`src/rtl/qoi_pkg.sv`:
```
// Shared QOI constants and helpers for the chunk window and the pixel decoder.
package qoi_pkg;

  localparam int unsigned HDR_LEN   = 14;
  localparam logic [31:0] QOI_MAGIC = 32'h716F6966;

  localparam logic [1:0] OP_INDEX = 2'b00;
  localparam logic [1:0] OP_DIFF  = 2'b01;
  localparam logic [1:0] OP_LUMA  = 2'b10;
  localparam logic [1:0] OP_RUN   = 2'b11;
  localparam logic [7:0] OP_RGB   = 8'hFE;
  localparam logic [7:0] OP_RGBA  = 8'hFF;

  typedef enum logic [1:0] {
    ST_HEADER,
    ST_STREAM,
    ST_BAD
  } qoi_state_e;

  // Total bytes of the op whose first byte is op (tag byte included).
  function automatic logic [2:0] qoi_op_len(input logic [7:0] op);
    logic [2:0] len;
    len = 3'd1;
    unique case (op[7:6])
      OP_INDEX, OP_DIFF, OP_RUN: len = 3'd1;
      OP_LUMA:                   len = 3'd2;
    endcase
    if (op == OP_RGB)  len = 3'd4;
    if (op == OP_RGBA) len = 3'd5;
    return len;
  endfunction

  function automatic logic [7:0] qoi_magic_byte(input logic [1:0] idx);
    logic [7:0] b;
    unique case (idx)
      2'd0: b = QOI_MAGIC[31:24];
      2'd1: b = QOI_MAGIC[23:16];
      2'd2: b = QOI_MAGIC[15:8];
      2'd3: b = QOI_MAGIC[7:0];
    endcase
    return b;
  endfunction

endpackage

```
`src/rtl/qoi_chunk_window_if.sv`:
```
// Byte-stream input and chunk-window output between file feeder, window and decoder.
interface qoi_chunk_window_if;

  logic [7:0]      in_data;
  logic            in_valid;
  logic            in_ready;
  logic [4:0][7:0] chunk;
  logic            chunk_valid;
  logic [2:0]      consume;

  modport master (
    output in_data, in_valid, consume,
    input  in_ready, chunk, chunk_valid
  );

  modport slave (
    input  in_data, in_valid, consume,
    output in_ready, chunk, chunk_valid
  );

endinterface

```
`src/rtl/qoi_byte_window.sv`:
```
// DEPTH-byte shift buffer: retires consume bytes from the front and appends one byte per cycle.
module qoi_byte_window #(
  parameter int unsigned DEPTH = 8,
  parameter int unsigned FW    = $clog2(DEPTH + 1)
) (
  input  logic                  clk,
  input  logic                  rst,
  input  logic                  push,
  input  logic [7:0]            push_data,
  input  logic [2:0]            consume,
  output logic [DEPTH-1:0][7:0] win,
  output logic [FW-1:0]         fill
);

  localparam int unsigned BW = DEPTH * 8;

  logic [DEPTH-1:0][7:0] win_q;
  logic [FW-1:0]         fill_q;
  logic [FW-1:0]         base;
  logic                  over;
  logic [BW-1:0]         shifted;
  logic [BW-1:0]         keep;
  logic [BW-1:0]         ins;
  logic [5:0]            sh_k;
  logic [FW+2:0]         sh_b;

  // Over-consume empties the window; the push then lands at entry 0.
  always_comb begin
    over    = FW'(consume) > fill_q;
    base    = over ? '0 : fill_q - FW'(consume);
    sh_k    = {consume, 3'b000};
    sh_b    = {base, 3'b000};
    shifted = over ? '0 : (win_q >> sh_k);
    keep    = ~({BW{1'b1}} << sh_b);
    ins     = push ? (BW'(push_data) << sh_b) : '0;
  end

  always_ff @(posedge clk or negedge rst) begin
    if (!rst) begin
      win_q  <= '0;
      fill_q <= '0;
    end else begin
      win_q  <= (shifted & keep) | ins;
      fill_q <= base + FW'(push);
    end
  end

  assign win  = win_q;
  assign fill = fill_q;

endmodule

```
`src/rtl/qoi_chunk_window.sv`:
```
// QOI file front end: parses the 14-byte header, then feeds body bytes to the decoder as a 5-byte chunk window.
module qoi_chunk_window #(
  parameter int unsigned DEPTH   = 8,
  parameter int unsigned HDR_LEN = qoi_pkg::HDR_LEN
) (
  input  logic               clk,
  input  logic               rst,
  qoi_chunk_window_if.slave  bus,
  output logic [31:0]        img_width,
  output logic [31:0]        img_height,
  output logic [7:0]         img_channels,
  output logic [7:0]         img_colorspace,
  output logic               header_done,
  output logic               magic_err,
  output logic               consume_err
);

  import qoi_pkg::*;

  localparam int unsigned FW = $clog2(DEPTH + 1);
  localparam int unsigned HW = $clog2(HDR_LEN);

  qoi_state_e            state;
  logic [HW-1:0]         hcnt;
  logic                  rdy_en;
  logic [DEPTH-1:0][7:0] win;
  logic [FW-1:0]         fill;
  logic                  hs;
  logic                  push;
  logic [2:0]            k_eff;
  logic                  cons_bad;
  logic [2:0]            need_len;

  always_comb begin
    hs       = bus.in_valid && bus.in_ready;
    push     = hs && (state == ST_STREAM);
    k_eff    = (state == ST_STREAM) ? bus.consume : 3'd0;
    cons_bad = (state == ST_STREAM) ? (FW'(bus.consume) > fill) : (bus.consume != 3'd0);
    need_len = qoi_op_len(win[0]);
  end

  // rdy_en keeps in_ready low through reset and releases it on the first clock after.
  assign bus.in_ready    = rdy_en && ((state != ST_STREAM) || (fill < FW'(DEPTH)));
  assign bus.chunk       = win[4:0];
  assign bus.chunk_valid = (state == ST_STREAM) && (fill >= FW'(need_len));

  qoi_byte_window #(
    .DEPTH (DEPTH),
    .FW    (FW)
  ) u_window (
    .clk       (clk),
    .rst       (rst),
    .push      (push),
    .push_data (bus.in_data),
    .consume   (k_eff),
    .win       (win),
    .fill      (fill)
  );

  // Header parser; BAD is terminal until reset.
  always_ff @(posedge clk or negedge rst) begin
    if (!rst) begin
      state          <= ST_HEADER;
      hcnt           <= '0;
      rdy_en         <= 1'b0;
      img_width      <= '0;
      img_height     <= '0;
      img_channels   <= '0;
      img_colorspace <= '0;
      header_done    <= 1'b0;
      magic_err      <= 1'b0;
      consume_err    <= 1'b0;
    end else begin
      rdy_en <= 1'b1;
      if (cons_bad) consume_err <= 1'b1;
      if ((state == ST_HEADER) && hs) begin
        hcnt <= hcnt + HW'(1);
        if (hcnt < HW'(4)) begin
          if (bus.in_data != qoi_magic_byte(hcnt[1:0])) begin
            magic_err <= 1'b1;
            state     <= ST_BAD;
          end
        end else if (hcnt < HW'(8)) begin
          img_width <= {img_width[23:0], bus.in_data};
        end else if (hcnt < HW'(12)) begin
          img_height <= {img_height[23:0], bus.in_data};
        end else if (hcnt == HW'(12)) begin
          img_channels <= bus.in_data;
        end
        if (hcnt == HW'(HDR_LEN - 1)) begin
          img_colorspace <= bus.in_data;
          header_done    <= 1'b1;
          state          <= ST_STREAM;
        end
      end
    end
  end

endmodule
```
`src/flat_wrapper.sv`:
```
// flat-port wrapper written by rule: the top's interface ports become plain ports
module qoi_chunk_window_flat import qoi_pkg::*;
#(
  parameter int unsigned DEPTH   = 8,
  parameter int unsigned HDR_LEN = qoi_pkg::HDR_LEN
)
  (clk, rst, img_width, img_height, img_channels, img_colorspace, header_done, magic_err, consume_err, bus_in_data, bus_in_valid, bus_consume, bus_in_ready, bus_chunk, bus_chunk_valid);
  qoi_chunk_window_if bus_i ();
  input  logic clk;
  input  logic rst;
  output logic [31:0] img_width;
  output logic [31:0] img_height;
  output logic [7:0] img_channels;
  output logic [7:0] img_colorspace;
  output logic header_done;
  output logic magic_err;
  output logic consume_err;
  input wire logic [$bits(bus_i.in_data)-1:0] bus_in_data;
  input wire logic [$bits(bus_i.in_valid)-1:0] bus_in_valid;
  input wire logic [$bits(bus_i.consume)-1:0] bus_consume;
  output wire logic [$bits(bus_i.in_ready)-1:0] bus_in_ready;
  output wire logic [$bits(bus_i.chunk)-1:0] bus_chunk;
  output wire logic [$bits(bus_i.chunk_valid)-1:0] bus_chunk_valid;
  assign bus_i.in_data = bus_in_data;
  assign bus_i.in_valid = bus_in_valid;
  assign bus_i.consume = bus_consume;
  assign bus_in_ready = bus_i.in_ready;
  assign bus_chunk = bus_i.chunk;
  assign bus_chunk_valid = bus_i.chunk_valid;
  qoi_chunk_window #(.DEPTH(DEPTH), .HDR_LEN(HDR_LEN)) u_core (.clk(clk), .rst(rst), .bus(bus_i), .img_width(img_width), .img_height(img_height), .img_channels(img_channels), .img_colorspace(img_colorspace), .header_done(header_done), .magic_err(magic_err), .consume_err(consume_err));
endmodule
```
`config.mk`:
```
export PLATFORM = sky130hd
export DESIGN_NAME = qoi_chunk_window_flat
export DESIGN_NICKNAME = d
export VERILOG_FILES = /design/src/rtl/qoi_pkg.sv /design/src/rtl/qoi_chunk_window_if.sv /design/src/rtl/qoi_byte_window.sv /design/src/rtl/qoi_chunk_window.sv /design/src/flat_wrapper.sv
export SDC_FILE = /design/constraint.sdc
export NUM_CORES = 1
export LEC_CHECK = 0
export ABC_AREA = 1
export BUFFER_PORTS_ARGS = -buffer_cell sky130_fd_sc_hd__clkbuf_2
export CORE_MARGIN = 3
export CORE_UTILIZATION = 40
export CTS_BUF_LIST = sky130_fd_sc_hd__clkbuf_8 sky130_fd_sc_hd__clkbuf_16
export CTS_CLUSTER_SIZE = 24
export DETAILED_ROUTE_END_ITERATION = 10
export PLACE_DENSITY = 0.59
export SYNTH_ARGS = -nofsm -noshare
export SYNTH_HDL_FRONTEND = slang
export SYNTH_SLANG_ARGS = --single-unit
```
`constraint.sdc`:
```
create_clock -name clk -period 2.51 [get_ports clk]
set_input_delay 0.502 -clock clk [delete_from_list [all_inputs] [get_ports clk]]
set_output_delay 0.502 -clock clk [all_outputs]
set_load 0.02 [all_outputs]
```
==> metrics.cfg, run 1 <==
[cts]
clockRootBuffer = clkbuf_16
clock_tree.buffer_depth = 2
insertion_delay_ns = 0.44
cts_tree = built
cts_htree_levels = 4
cts.sinks = 158
path_clk_slew_ns = 0.07
numCtsBuffers = 17

[power_and_ir_drop]
power.density_nw_per_um2 = 481
peakVddDrop_v = 0.000401
internal_power_mw = 3.90
clkPwrFrac_pct = 48.8
p_seq_share_pct = 48.3
switching_share_pct = 26.0
comb_power_share_pct = 2.9
p_sw_mw = 1.37
p_leak_nw = 5.96
finalPower_mw = 5.27

[synth]
yosys_warnings = 0
seq_area_frac_synth_pct = 42.6
yosysUniqueCellTypes = 33
syn-num-nets = 1302
synth_area_um2 = 9280
synth.ff_latch_count = 158
synth.avg_cell_area_um2 = 7.28
synthCells = 1275

[run_status]
violations = negative setup slack
status = finished with violations

[grt]
antenna_found_initial = 0
grt_start_max_net_pins = 73
overflow = 0
grt_pass1_wl_mm = 49.8
grt_usage_pct = 25.7
grt_pass1_vias = 8632

[worst_setup_path]
crit_path_cell_trace = nand2_2 > nor3_4 > a41oi_4 > ha_1 > inv_1 > nand2_1 > a21oi_2 > o21ai_2 > nand2_2 > inv_2 > buf_8
crit_type = reg2out
crit_top_cell = nand2_2
cpPeakStageDelay_ns = 0.43
crit_family = flip-flops
r2r_slack_ns = 0.16
worst_setup_path_end_kind = output pin
crit_arrival_ns = 2.18
critical_path_required_ns = 2.01
timing.critical_path.buf_inv = 3
crit_slowest_cell = dfrtp_1
start_kind = register
crit_path_max_fanout = 2

[detailed_routing]
drc = 0
vias_per_cell = 5.58
drtPass1Iterations = 9
ant_nets = 0
drt-initial-drc-count = 832
vias = 9270
wl_per_cell_um = 19.4
routed_wl_mm = 32.2

[floorplan]
initial_utilization_pct = 40.9
io_pins = 139
die_h_um = 158
core_um2 = 22700
die_x_um = 158
rows = 55
die_area_um2 = 25100

[place]
place_congestion = 0.896
io_buffers = 138
dpl.hpwl_mm = 22.2
post-place-ws_ns = 0.0117

[sta]
slew_headroom_pct = 44.3
worstMarginPinSlew_ns = 0.836
finalClockSkew_ns = 0.0165
setup_ws_ns = -0.176
period_share_pct = 107
layout_min_cycle_time_ns = 2.69
rsz0062_at_grt = true
final_hold_viol_count = 0
slew_violations = 0
setup_viol = 1
max_freq_mhz = 372

[run]
maxCapViolCount = 0

[finish]
insertedDiodeCount = 0
drive_gt1_share_pct = 20.1
area_growth_pct = 18.0
nFillCells = 2270
final_nets = 1389
seq_area_um2 = 3960
multi_input_area_um2 = 4590

[hold_path]
holdCritPathClass = in2reg

[cell usage in the layout (no fill, tap or decap), types with 2 or more instances in the layout]
| cell type | netlist | routed |
|---|---|---|
| clkinvlp_4 | 0 | 2 |
| nor3_4 | 1 | 2 |
| clkbuf_16 | 0 | 17 |
| a21oi_1 | 4 | 3 |
| xor2_1 | 8 | 8 |
| inv_1 | 39 | 38 |
| o21ai_2 | 0 | 3 |
| nor2_1 | 55 | 51 |
| buf_4 | 52 | 45 |
| ha_1 | 12 | 12 |
| o21ai_1 | 23 | 20 |
| o21ai_0 | 11 | 10 |
| nand3_1 | 200 | 198 |
| nand4_1 | 126 | 126 |
| dfrtp_2 | 0 | 2 |
| nor3_2 | 0 | 8 |
| nand2_1 | 464 | 460 |
| buf_6 | 0 | 3 |
| dfrtp_1 | 158 | 156 |
| nand2_2 | 6 | 7 |
| clkbuf_2 | 1 | 136 |
| nor2_4 | 3 | 5 |
| nand2_4 | 0 | 3 |
| and2_1 | 2 | 2 |
| inv_6 | 0 | 5 |
| inv_8 | 0 | 4 |
| inv_2 | 5 | 6 |
| clkinv_8 | 0 | 2 |
| buf_12 | 0 | 11 |
| nor2_2 | 1 | 3 |
| nor3_1 | 17 | 8 |
[cells by family after synthesis]
group | Yosys count | synth area share [%]
and+or+nand+nor | 878 | 42.7
buffers and inverters | 175 | 9.64
DFF | 158 | 42.6
AOI/OAI and AO/OA | 41 | 2.31
adders and majority gates | 13 | 1.83
xor gates and xnor gates | 9 | 0.850
other | 1 | 0.0404
[synthesized netlist by cell type, drive strengths merged]
cell / number / area share (%)
dfrtp: 158 / 43
or2: 1 / 0.067
fa: 1 / 0.22
nor3: 18 / 1.1
nand3b: 1 / 0.081
clkbuf: 42 / 1.7
nand2: 470 / 19
nor2: 59 / 2.7
buf: 87 / 6.1
inv: 44 / 1.8
xor2: 8 / 0.76
a41oi: 1 / 0.094
xnor2: 1 / 0.094
ha: 12 / 1.6
a21oi: 4 / 0.22
and2: 2 / 0.13
clkinv: 2 / 0.081
o21bai: 1 / 0.081
nand3: 200 / 11
o31ai: 1 / 0.081
o21ai: 34 / 1.8
nand4: 127 / 8.7
conb: 1 / 0.040
[cell type report]
class                   count  share of cell area [%]
multi-input cells         942                    41.9
flip-flops and latches    158                    36.1
repair buffers            197                    11.8
clock buffers              17                    3.88
well taps                 285                    3.26
inverters                  46                    1.61
clock inverters            15                    1.36
[stage by stage]
| stage | hold WS (ns) | cells | setup TNS [ns] | instance area [um^2] | utilization, % |
|---|---|---|---|---|---|
| 6_report | 0.387 | 1660 | -0.176 | 11000 | 48.2 |
| 5_1_grt | 0.395 | 1660 | -0.303 | 11000 | 48.2 |
| 4_1_cts | 0.367 | 1660 | -0.246 | 10900 | 48.1 |
| 3_5_place_dp | 0.458 | 1625 | 0 | 10300 | 45.3 |
| 3_3_place_gp | 0.449 | 1625 | 0 | 10300 | 45.3 |
| 2_1_floorplan | 0.206 | 1275 | 0 | 9420 | - |
[routing by layer]
layer	global-route usage [%]	vias up	routed length (um)
met5	0	-	0
met4	5.69	0	453
met3	6.28	39	2750
met2	40.7	440	15100
met1	36.0	4384	13900
li1	-	4407	-
[worst reg2reg max path, stage by stage (launching register included)]
cell and delay (ns):
dfrtp_2 0.42, inv_2 0.07, nor2_4 0.12, nand2_1 0.10, ha_1 0.36, a21oi_1 0.17
nand2_1 0.14, o21ai_4 0.24, buf_12 0.17, buf_4 0.18, nand4_1 0.20, nand2_1 0.13
[worst paths after layout]
| check | from | endpoint | depth (start not counted) |
|---|---|---|---|
| max | u_core.u_window.win[6]$_DFF_PN0_ | bus_chunk_valid | 11 |
| min | bus_in_data[0] | u_core.img_height[0]$_DFFE_PN0P_ | 3 |
| max reg2reg | u_core.state[0]$_DFFE_PN0P_ | u_core.u_window.win[11]$_DFF_PN0_ | 11 |
| min reg2reg | u_core.img_width[29]$_DFFE_PN0P_ | u_core.img_width[29]$_DFFE_PN0P_ | 2 |
| max in group asynchronous | rst | u_core.u_window.win[31]$_DFF_PN0_ | 3 |
| min in group asynchronous | rst | u_core.img_height[23]$_DFFE_PN0P_ | 2 |
[state kept, by name, indices dropped and copies added (netlist names)]
register and count:
u_core.rdy_en 1, u_core.img_channels 8, u_core.img_height 32, u_core.u_window.win 64, u_core.magic_err 1, u_core.u_window.fill 4, u_core.img_colorspace 8, u_core.hcnt 4
u_core.img_width 32, u_core.header_done 1, u_core.state 2, u_core.consume_err 1
[power groups by stage]
stage	Combinational (mW)	Clock, mW	Sequential, mW
after floorplan	0.0416	0	2.60
after global placement	0.156	0	2.60
after detailed placement	0.156	0	2.60
after CTS	0.157	2.62	2.55
after global routing	0.170	2.71	2.54
final	0.154	2.57	2.55
[timing repair]
item                       4_1_cts  5_1_grt
pin swaps                        3        6
setup buffers                    2        0
hold endpoints to repair         2        0
hold buffers                     1        0
resized for setup                9       12
setup endpoints to repair        1       43
No activity file was read; power rests on OpenSTA's default activity.
==> inputs of run 2 (changes only) <==
--- a/config.mk
+++ b/config.mk
@@ -5,7 +5,6 @@
 export SDC_FILE = /design/constraint.sdc
 export NUM_CORES = 1
 export LEC_CHECK = 0
-export ABC_AREA = 1
 export BUFFER_PORTS_ARGS = -buffer_cell sky130_fd_sc_hd__clkbuf_2
 export CORE_MARGIN = 3
 export CORE_UTILIZATION = 40
==> metrics.cfg, run 2 <==
[synth]
seq_area_frac_synth_pct = 43.8
ys.flop_type = dfrtp_1
yosysMostFrequentCell = dfrtp_1
synth.ff_latch_count = 158
synth_area_um2 = 9020
yosysTopAreaCell = dfrtp_1
synthTopCellsByArea = dfrtp_1 44%, mux2_2 7.5%, mux2i_1 4.6%, buf_4 3.3%, a21oi_1 2.9%
async_flop_share_pct = 100
synth.avg_cell_area_um2 = 10.2
yosys_warnings = 0
synthCells = 883
synth-edff-count = 0
synth_top_area_share_pct = 43.8
syn-num-nets = 910
synthTopCellsByCount = 158 x dfrtp_1, 61 x nand2_1, 60 x mux2_2
yosysUniqueCellTypes = 68

[sta]
setup_viol = 5
finalClockSkew_ns = 0.00697
rsz0062_at_grt = true
setup_ws_ns = -0.0616
layout_min_cycle_time_ns = 2.57
worstMarginPinSlew_ns = 0.681
whs_ns = 0.0392
finalSetupTns_ns = -0.114
slew_violations = 0
max_freq_mhz = 389
period_share_pct = 102
slew_headroom_pct = 54.6
final_hold_viol_count = 0

[finish]
utilization_pct = 52.7
nFillCells = 1974
final_common_cell = dfrtp_1
insertedDiodeCount = 0
final_nets = 1060
finalInstanceArea_um2 = 11600
area_growth_pct = 28.2
most-common-layout-cells = 158 x dfrtp_1, 135 x clkbuf_2, 77 x buf_4
drive_gt1_share_pct = 41.3
largest_register_ffs = 64

[cts]
clockRootBuffer = clkbuf_16
insertion_delay_ns = 0.43
cts_tree = built
clock_tree.buffer_depth = 2
path_clk_slew_ns = 0.07
cts_htree_levels = 4
cts.sinks = 158
numCtsBuffers = 17

[grt]
grt_start_max_net_pins = 62
overflow = 0
grt_usage_pct = 22.6
antenna_found_initial = 0
grt_pass1_wl_mm = 42.9
grt_pass1_vias = 7346

[detailed_routing]
routed_wl_mm = 28.1
drtPass1Iterations = 7
wl_per_cell_um = 21.2
ant_nets = 0
drt-initial-drc-count = 588
drc = 0
vias = 7706
vias_per_cell = 5.81

[worst_setup_path]
worst_setup_path_end_kind = output pin
r2r_slack_ns = -0.02
start_kind = register
critical_path_required_ns = 2.01
rr_worst_depth = 11
startpoint = u_core.u_window.win[1]$_DFF_PN0_
reg2reg_from = u_core.state[1]$_DFFE_PN0P_
crit_arrival_ns = 2.07
crit_path_max_fanout = 2
crit_type = reg2out
reg2reg_to = u_core.u_window.win[10]$_DFF_PN0_

[place]
io_buffers = 138
dpl.hpwl_mm = 19.5
place_area_um2 = 10300
place_congestion = 0.881
post-place-ws_ns = -0.138

[run_status]
violations = negative setup slack
status = finished with violations

[floorplan]
die_x_um = 156
io_pins = 139
die_h_um = 156
rows = 54
die_area_um2 = 24400
initial_utilization_pct = 41.1
core_um2 = 22000

[power_and_ir_drop]
peakVddDrop_v = 0.000604
power.density_nw_per_um2 = 838
p_leak_nw = 5.27

[hold_path]
holdCritPathClass = in2async

[run]
maxCapViolCount = 0

## run 2: cell count changes in the layout (fill, tap and decap cells not counted), sizes merged, moves of 40 or more
cell | previous run | this run
a21oi | 4 | 54
buf | 60 | 100
mux2 | 0 | 80
mux2i | 0 | 41
nand2 | 470 | 62
nand3 | 200 | 21
nand4 | 127 | 2
## run 2: how the worst max path moves through the flow
stage	to	depth (start not counted)
floorplan	u_core.u_window.win[0]$_DFF_PN0_	14
global placement	u_core.u_window.win[7]$_DFF_PN0_	9
detailed placement	u_core.u_window.win[1]$_DFF_PN0_	10
CTS	bus_chunk_valid	9
global route	bus_chunk_valid	9
finish	bus_chunk_valid	9
## run 2: cells by family after synthesis
logic type | after synthesis | share of synthesized area [%]
AOI/OAI and AO/OA | 255 | 19.9
and+or+nand+nor | 190 | 11.0
DFF | 158 | 43.8
buffers and inverters | 134 | 7.73
muxes | 121 | 14.5
adders and majority gates | 13 | 1.89
xor gates and xnor gates | 11 | 1.07
other | 1 | 0.0416
## run 2: through the flow
stage,total power [mW],cells
2_1_floorplan,5.40,883
5_1_grt,10.2,1326
4_1_cts,9.20,1316
3_5_place_dp,6.60,1277
6_report,9.69,1326
3_3_place_gp,6.59,1277
## run 2: area by class of cell
| cell class | instances | area, um^2 | share of cell area, % |
|---|---|---|---|
| multi-input cells | 591 | 4970 | 43.0 |
| flip-flops and latches | 158 | 3950 | 34.2 |
| repair buffers | 236 | 1620 | 14.0 |
| clock buffers | 18 | 439 | 3.80 |
| well taps | 280 | 350 | 3.03 |
| clock inverters | 14 | 120 | 1.04 |
| inverters | 29 | 113 | 0.974 |
## run 2: repair_timing
action | 4_1_cts | 5_1_grt
pin swaps | 5 | 26
gates cloned | 0 | 1
setup endpoints to repair | 50 | 60
endpoints found under the hold margin | 0 | 0
hold buffers | 0 | 0
resized for setup | 11 | 96
buffers inserted | 7 | 15
## run 2: worst max-delay path, stage by stage (launching register included)
cell and delay, ns:
dfrtp_1 0.36, and4_1 0.19, nand4_1 0.13, o21a_1 0.21, ha_1 0.26, inv_1 0.03, a21boi_1 0.11, o21ai_1 0.07
a21oi_1 0.12, buf_4 0.16
## run 2: report_power, final
group / internal [mW] / leakage (nW) / switching (mW)
clock network: 1.33 / 0.274 / 1.17
logic: 1.67 / 2.84 / 2.25
registers: 2.94 / 2.15 / 0.339
## run 2: metal layers
| layer | up-vias | part of all wire [%] | track usage, % |
|---|---|---|---|
| li1 | 3527 | - | - |
| met1 | 3778 | 43 | 31.5 |
| met2 | 343 | 46 | 34.3 |
| met3 | 58 | 8.5 | 6.60 |
| met4 | 0 | 2.5 | 6.50 |
| met5 | - | 0 | 0 |
